## config.mk

```make
export PLATFORM = sky130hd
export DESIGN_NAME = serial_adder
export DESIGN_NICKNAME = d
export VERILOG_FILES = /design/src/rtl/alu_pkg.sv /design/src/rtl/half_adder.sv /design/src/rtl/serial_adder_full_adder.sv /design/src/rtl/serial_adder.sv
export SDC_FILE = /design/constraint.sdc
export NUM_CORES = 1
export LEC_CHECK = 0
export CORE_MARGIN = 2
export CORE_UTILIZATION = 35
export CTS_CLUSTER_DIAMETER = 30
export DETAILED_ROUTE_END_ITERATION = 6
export SLEW_MARGIN = 25
export SYNTH_ARGS = -nofsm -noshare
export SYNTH_HDL_FRONTEND = slang
export SYNTH_SLANG_ARGS = --single-unit
export TNS_END_PERCENT = 100
```

## constraint.sdc

```tcl
create_clock -name clk -period 2.24 [get_ports clk]
set_clock_uncertainty 0.05 [all_clocks]
set_input_delay 0.336 -clock clk [delete_from_list [all_inputs] [get_ports clk]]
set_output_delay 0.336 -clock clk [all_outputs]
set_load 0.02 [all_outputs]
```

## src/rtl/alu_pkg.sv

```systemverilog
// Shared ALU definitions: serial adder state encoding and default width.
package alu_pkg;

   localparam int ALU_W = 8;

   localparam logic [1:0] ST_IDLE  = 2'd0;
   localparam logic [1:0] ST_SHIFT = 2'd1;
   localparam logic [1:0] ST_DONE  = 2'd2;

   typedef enum logic [1:0] {
      S_IDLE  = ST_IDLE,
      S_SHIFT = ST_SHIFT,
      S_DONE  = ST_DONE
   } sa_state_e;

endpackage

```

## src/rtl/half_adder.sv

```systemverilog
// 1-bit half adder cell.
module half_adder (
   input  logic a,
   input  logic b,
   output logic sum,
   output logic c_out
);

   assign sum   = a ^ b;
   assign c_out = a & b;

endmodule

```

## src/rtl/serial_adder_full_adder.sv

```systemverilog
// 1-bit full adder slice built from two half adders.
module full_adder (
   input  logic a,
   input  logic b,
   input  logic c_in,
   output logic sum,
   output logic c_out
);

   logic s0;
   logic c0;
   logic c1;

   half_adder u_ha0 (
      .a     (a),
      .b     (b),
      .sum   (s0),
      .c_out (c0)
   );

   half_adder u_ha1 (
      .a     (s0),
      .b     (c_in),
      .sum   (sum),
      .c_out (c1)
   );

   assign c_out = c0 | c1;

endmodule

```

## src/rtl/serial_adder.sv

```systemverilog
// Bit-serial W-bit adder, LSB first, one full-adder slice.
// Define SERIAL_ADDER_OVF_EN to add the signed-overflow output ovf.
module serial_adder
   import alu_pkg::*;
#(
   parameter int W = ALU_W
) (
   input  logic         clk,
   input  logic         rst_n,
   input  logic         start,
   input  logic [W-1:0] a,
   input  logic [W-1:0] b,
   input  logic         c_in,
   output logic         busy,
   output logic         done,
   output logic [W-1:0] sum,
`ifdef SERIAL_ADDER_OVF_EN
   output logic         ovf,
`endif
   output logic         c_out
);

   localparam int CW = (W > 1) ? $clog2(W) : 1;

   sa_state_e    state_q, state_d;
   logic [W-1:0] a_sh_q, a_sh_d;
   logic [W-1:0] b_sh_q, b_sh_d;
   logic [W-1:0] sum_q, sum_d;
   logic [CW-1:0] cnt_q, cnt_d;
   logic         carry_q, carry_d;
   logic         c_out_q, c_out_d;
   logic         busy_q, busy_d;
   logic         done_q, done_d;
   logic         fa_s;
   logic         fa_co;

   full_adder u_fa (
      .a     (a_sh_q[0]),
      .b     (b_sh_q[0]),
      .c_in  (carry_q),
      .sum   (fa_s),
      .c_out (fa_co)
   );

`ifdef SERIAL_ADDER_OVF_EN
   logic ovf_q, ovf_d;
`endif

   always_comb begin
      state_d = state_q;
      a_sh_d  = a_sh_q;
      b_sh_d  = b_sh_q;
      sum_d   = sum_q;
      cnt_d   = cnt_q;
      carry_d = carry_q;
      c_out_d = c_out_q;
      busy_d  = busy_q;
      done_d  = 1'b0;
`ifdef SERIAL_ADDER_OVF_EN
      ovf_d   = ovf_q;
`endif
      unique case (state_q)
         S_IDLE: begin
            if (start) begin
               a_sh_d  = a;
               b_sh_d  = b;
               carry_d = c_in;
               cnt_d   = '0;
               sum_d   = '0;
               busy_d  = 1'b1;
               state_d = S_SHIFT;
            end
         end
         S_SHIFT: begin
            a_sh_d  = a_sh_q >> 1;
            b_sh_d  = b_sh_q >> 1;
            sum_d   = {fa_s, sum_q[W-1:1]};
            carry_d = fa_co;
            cnt_d   = cnt_q + 1'b1;
            // Last bit: the slice is processing the MSB.
            if (cnt_q == CW'(W - 1)) begin
               c_out_d = fa_co;
               busy_d  = 1'b0;
               done_d  = 1'b1;
               state_d = S_DONE;
`ifdef SERIAL_ADDER_OVF_EN
               ovf_d   = carry_q ^ fa_co;
`endif
            end
         end
         S_DONE: begin
            state_d = S_IDLE;
         end
         default: begin
            state_d = S_IDLE;
         end
      endcase
   end

   always_ff @(posedge clk or negedge rst_n) begin
      if (!rst_n) begin
         state_q <= S_IDLE;
         a_sh_q  <= '0;
         b_sh_q  <= '0;
         sum_q   <= '0;
         cnt_q   <= '0;
         carry_q <= 1'b0;
         c_out_q <= 1'b0;
         busy_q  <= 1'b0;
         done_q  <= 1'b0;
`ifdef SERIAL_ADDER_OVF_EN
         ovf_q   <= 1'b0;
`endif
      end else begin
         state_q <= state_d;
         a_sh_q  <= a_sh_d;
         b_sh_q  <= b_sh_d;
         sum_q   <= sum_d;
         cnt_q   <= cnt_d;
         carry_q <= carry_d;
         c_out_q <= c_out_d;
         busy_q  <= busy_d;
         done_q  <= done_d;
`ifdef SERIAL_ADDER_OVF_EN
         ovf_q   <= ovf_d;
`endif
      end
   end

   assign busy  = busy_q;
   assign done  = done_q;
   assign sum   = sum_q;
   assign c_out = c_out_q;
`ifdef SERIAL_ADDER_OVF_EN
   assign ovf   = ovf_q;
`endif

endmodule

```

==> impl_metrics.py, run 1 <==
metrics = {
    "worst_setup_path": {
        "r2r_setup_slack_ns": 0.52,
        "startpoint_type": "flop",
        "path_cells": "nor2b_1 -> a221oi_1",
        "cp-startpoint": "state_q[0]",
        "worstRegToRegCells": 2,
        "required_ns": 2.31,
        "worstSetupPathType": "reg -> reg",
        "arrival_ns": 1.79,
        "crit-reg2reg-launch": "state_q[0]",
        "worstReg2RegEnd": "carry_q",
        "path_max_fanout": 16,
        "cp_slowest_cell": "dfrtp_1",
        "cpPeakStageDelay_ns": 0.70,
        "cp-end-kind": "flop",
    },
    "clocking": {
        "cts_setup_buffers": 0,
        "cts_buffers": 5,
        "hold_buffers": 0,
        "ctsResizeCount": 0,
        "clock-sinks": 33,
        "cts_buffer_depth": 2,
        "cts.reportedPaths.clkPinSlew_ns": 0.07,
        "cts_root_buffer": "clkbuf_8",
        "cts_max_level": 2,
        "insertion_delay_ns": 0.28,
        "cts_tree": "yes",
    },
    "placed_design": {
        "gp_congestion": 0.738,
        "dp_hpwl_um": 2260,
        "pre_cts_slack_ns": 0.334,
        "place_inst": 217,
        "dpl-instance-area_mm2": 0.00192,
        "numPortBuffers": 30,
    },
    "yosys": {
        "syn-cell-area_mm2": 0.00163,
        "synth_top_area_share": 0.506,
        "synthesis.nets": 167,
        "synth_area_leaders": "dfrtp_1 51%, nor3_2 12%, o22ai_1 5.4%, a22o_1 4.8%, nor3_1 4.0%",
        "avgSynthCellArea_um2": 11.3,
        "ys_types": 24,
        "synth_top_cell_by_area": "dfrtp_1",
        "ys_ff_latch": 33,
        "ys_seq_area_frac": 0.506,
        "netlist_instances": 144,
        "yosys_warnings": 0,
    },
    "power_and_ir_drop": {
        "p_leak_nw": 0.815,
        "powerDensity_mw_per_mm2": 1280,
        "peakVddDrop_mv": 0.369,
        "power_mw": 2.57,
    },
    "timing": {
        "worstMarginPinSlew_ns": 0.701,
        "finalSetupViolations": 0,
        "setup_ws_ns": 0.520,
        "report.final.slew_viol_count": 0,
        "fin_crit_ns": 1.72,
        "grt_setup_unrepaired": "false",
        "fmax_mhz": 581,
        "hold_viol": 0,
        "slew_headroom": 0.532,
        "fin_tns_setup_ns": 0,
        "whs_ns": 0.397,
        "period_share": 0.768,
    },
    "global_route": {
        "antenna_found_initial": 0,
        "grt_pass1_wl_um": 5820,
        "grt_remaining_overflow": 0,
        "grt_pass1_vias": 1222,
        "grt_max_degree": 34,
        "gr-usage-all-layers": 0.142,
    },
    "route": {
        "drt_wl_total_um": 3240,
        "wire_per_inst_um": 14.4,
        "vias": 1180,
        "remaining_drc_errors": 0,
        "postRouteAntennaNets": 0,
        "first_pass_iters": 4,
        "dr.first_iter.drc_count": 42,
        "viasPerCell": 5.24,
    },
    "finish": {
        "nNetsFinal": 195,
        "finalInstanceArea_mm2": 0.00200,
        "fillers": 410,
        "drive_gt1_frac": 0.202,
        "diodes": 0,
        "syn2layout_area_growth_pct": 22.8,
        "fin_util": 0.454,
        "stdcell_count": 225,
    },
    "die": {
        "die_x_um": 72.3,
        "die-area_mm2": 0.00522,
        "start_util": 0.370,
        "die_h_um": 72.3,
        "core_area_mm2": 0.00441,
        "placementRows": 24,
        "ios": 31,
    },
    "run_status": {
        "status": "finished, final reports clean",
    },
    "flow_run": {
        "drv_cap": 0,
    },
    "worst_hold_path": {
        "hold_path_class": "in -> async",
    },
}
## report_power, final
part | internal [mW] | total (mW) | switching, mW
logic | 0.504 | 1.06 | 0.554
registers | 0.861 | 1.08 | 0.218
clock network | 0.215 | 0.434 | 0.218
total | 1.58 | 2.57 | 0.990
## Yosys cell counts (all sizes together)
| master | instances |
|---|---|
| dfrtp | 33 |
| nor3 | 33 |
| o22ai | 14 |
| buf | 13 |
| a22o | 9 |
| nor2 | 8 |
| o21ai | 8 |
| inv | 6 |
| nand2 | 4 |
| o32ai | 4 |
| ha | 2 |
| mux2i | 2 |
| nand2b | 2 |
| nor2b | 2 |
| a221oi | 1 |
| fa | 1 |
| o21bai | 1 |
| or2 | 1 |
## cells in the final DEF, fill, tap and decap left out, types with 2 or more instances in the layout
cell / count
nor3_2: 20
ha_1: 2
o32ai_1: 4
inv_1: 6
mux2i_1: 2
clkinv_2: 2
nor2b_1: 2
nor2_1: 7
buf_4: 4
nand2_1: 4
o22ai_1: 14
o21ai_0: 8
clkdlybuf4s50_1: 30
a22o_1: 9
nor3_1: 13
dfrtp_1: 33
clkbuf_8: 5
## layer usage
layer	up-vias	GRT usage	routed length (um)
met5	-	0	0
met4	0	0.0587	40
met3	5	0.0375	167
met2	32	0.220	1520
met1	562	0.189	1510
li1	581	-	-
## final cells by class
| class | instances | area [um^2] | share of cell area |
|---|---|---|---|
| Multi-Input combinational cell | 92 | 677 | 0.338 |
| Clock inverter | 2 | 10.0 | 0.00500 |
| Sequential cell | 33 | 826 | 0.412 |
| Tap cell | 52 | 65.1 | 0.0325 |
| Clock buffer | 6 | 72.6 | 0.0362 |
| Inverter | 6 | 22.5 | 0.0112 |
| Timing Repair Buffer | 34 | 330 | 0.165 |
## logic make-up (layout without fill, tap and decap cells)
family	after synthesis	after routing	share of synthesized area
mux	2	2	0.0123
flops	33	33	0.506
fa+ha+maj	3	3	0.0276
compound gates	37	37	0.158
buf+inv	19	48	0.0790
simple gates	50	50	0.217
## registers in the layout (all words and copies together) (netlist names)
signal,cells
carry_q,1
done,1
sum,8
state_q,2
c_out,1
cnt_q,3
b_sh_q,8
busy,1
a_sh_q,8
## critical path: cells and delay by family (launching register included)
kind            cells  cell delay (ns)
flops               1             0.70
simple gates        1             0.63
compound gates      1             0.17
## worst max path at each step
stage	cells past startpoint	slack, ns	endpoint
after global routing	2	0.30	carry_q
after CTS	2	0.51	carry_q
final	2	0.52	carry_q
after detailed placement	3	0.33	sum[5]
after floorplan	3	1.04	carry_q
after global placement	3	0.37	sum[6]
Note: power is estimated with default switching activity, not from simulation.
==> inputs of run 2 (changes only) <==
- clock period: 2.24 -> 1.6 ns (I/O delays scaled with it)
==> run 2 against run 1 <==
Setup slack got worse by 0.47 ns; critical path depth fell by 1; critical endpoint is now sum[2]; non-clock buffer count increased by 2.
==> impl_metrics.py, run 2 (synthesis gave the netlist of run 1 again) <==
metrics = {
    "run_status": {
        "status": "finished, final reports clean",
    },
    "clocking": {
        "cts_buffer_depth": 2,
        "insertion_delay_ns": 0.28,
        "cts_root_buffer": "clkbuf_8",
        "cts_tree": "yes",
        "cts_setup_buffers": 0,
        "clock-sinks": 33,
        "hold_buffers": 0,
        "cts.reportedPaths.clkPinSlew_ns": 0.07,
        "cts_buffers": 5,
        "cts_max_level": 2,
    },
    "die": {
        "die_h_um": 72.3,
        "die_x_um": 72.3,
        "start_util": 0.370,
        "ios": 31,
        "placementRows": 24,
        "die-area_mm2": 0.00522,
        "core_area_mm2": 0.00441,
    },
    "worst_setup_path": {
        "startpoint_type": "flop",
        "cpPeakStageDelay_ns": 0.61,
        "path_max_fanout": 3,
        "cp-end-kind": "primary output",
        "required_ns": 1.31,
        "crit_family": "buffers and inverters",
        "path_cells": "clkdlybuf4s50_1",
        "cp_slowest_cell": "clkdlybuf4s50_1",
        "worstRegToRegCells": 2,
        "worstSetupPathType": "reg -> out",
        "arrival_ns": 1.26,
        "cp.depth": 1,
        "path_buf_inv": 1,
    },
    "placed_design": {
        "dp_hpwl_um": 2170,
        "gp_congestion": 0.801,
        "place_inst": 219,
        "numPortBuffers": 30,
    },
    "power_and_ir_drop": {
        "power_mw": 3.83,
        "peakVddDrop_mv": 0.617,
        "powerDensity_mw_per_mm2": 1840,
        "p_leak_nw": 0.885,
    },
    "finish": {
        "diodes": 0,
        "fin_util": 0.472,
        "final_cell_mix": "33 x dfrtp_1, 27 x clkdlybuf4s50_1, 20 x nor3_2",
        "final_common_cell": "dfrtp_1",
        "stdcell_count": 227,
        "nNetsFinal": 197,
        "syn2layout_area_growth_pct": 27.8,
        "drive_gt1_frac": 0.211,
    },
    "global_route": {
        "grt_pass1_vias": 1213,
        "antenna_found_initial": 0,
        "grt_remaining_overflow": 0,
        "gr-usage-all-layers": 0.137,
        "grt_pass1_wl_um": 5490,
        "grt_max_degree": 35,
    },
    "timing": {
        "finalSetupViolations": 0,
        "report.final.slew_viol_count": 0,
        "hold_viol": 0,
        "fin_crit_ns": 1.55,
        "slew_headroom": 0.545,
        "fmax_mhz": 644,
        "worstMarginPinSlew_ns": 0.681,
        "fin_tns_setup_ns": 0,
        "grt_setup_unrepaired": "false",
        "whs_ns": 0.317,
        "period_share": 0.970,
    },
    "route": {
        "drt_wl_total_um": 3180,
        "viasPerCell": 5.24,
        "wire_per_inst_um": 14.0,
        "postRouteAntennaNets": 0,
        "vias": 1189,
        "remaining_drc_errors": 0,
        "first_pass_iters": 4,
        "dr.first_iter.drc_count": 31,
    },
    "flow_run": {
        "drv_cap": 0,
    },
    "worst_hold_path": {
        "hold_path_class": "in -> async",
    },
}
run 2: layer usage:
layer | global-route usage | vias up | part of all wire
li1 | - | 584 | -
met1 | 0.177 | 572 | 0.47
met2 | 0.213 | 28 | 0.47
met3 | 0.0389 | 5 | 0.050
met4 | 0.0608 | 0 | 0.014
met5 | 0 | - | 0
run 2: final timing paths:
kind / from / endpoint / slack, ns
setup / recovery: sum[2] / sum[2] / 0.05
hold / removal: rst_n / sum[1] / 0.32
setup reg to reg: state_q[1] / carry_q / 0.14
hold reg to reg: sum[0] / sum[0] / 0.45
max in group asynchronous: rst_n / sum[4] / 0.88
min in group clk: sum[0] / sum[0] / 0.45
run 2: timing repair:
action / CTS / global route
hold endpoints to repair: 0 / 0
gates resized for setup: 0 / 3
setup endpoints to repair: 0 / 3
run 2: area by class of cell:
class / count / area (um^2)
inverters: 6 / 22.5
flip-flops and latches: 33 / 826
clock buffers: 7 / 86.3
repair buffers: 36 / 378
clock inverters: 1 / 30.0
well taps: 52 / 65.1
multi-input cells: 92 / 677
fillers: 402 / 2330
run 2: where the power goes:
group	internal, mW	switching, mW	leakage (nW)	total (mW)
clock network	0.508	0.307	0.0585	0.815
logic	0.740	0.802	0.426	1.54
registers	1.21	0.271	0.400	1.48
total	2.45	1.38	0.885	3.83
run 2: through the flow:
step	instance area [um^2]	setup WS, ns
after floorplan	1630	0.397
after global placement	1960	0.00489
after detailed placement	1960	-0.0507
after CTS	2080	0.0213
after global routing	2080	0.00466
final	2080	0.0483
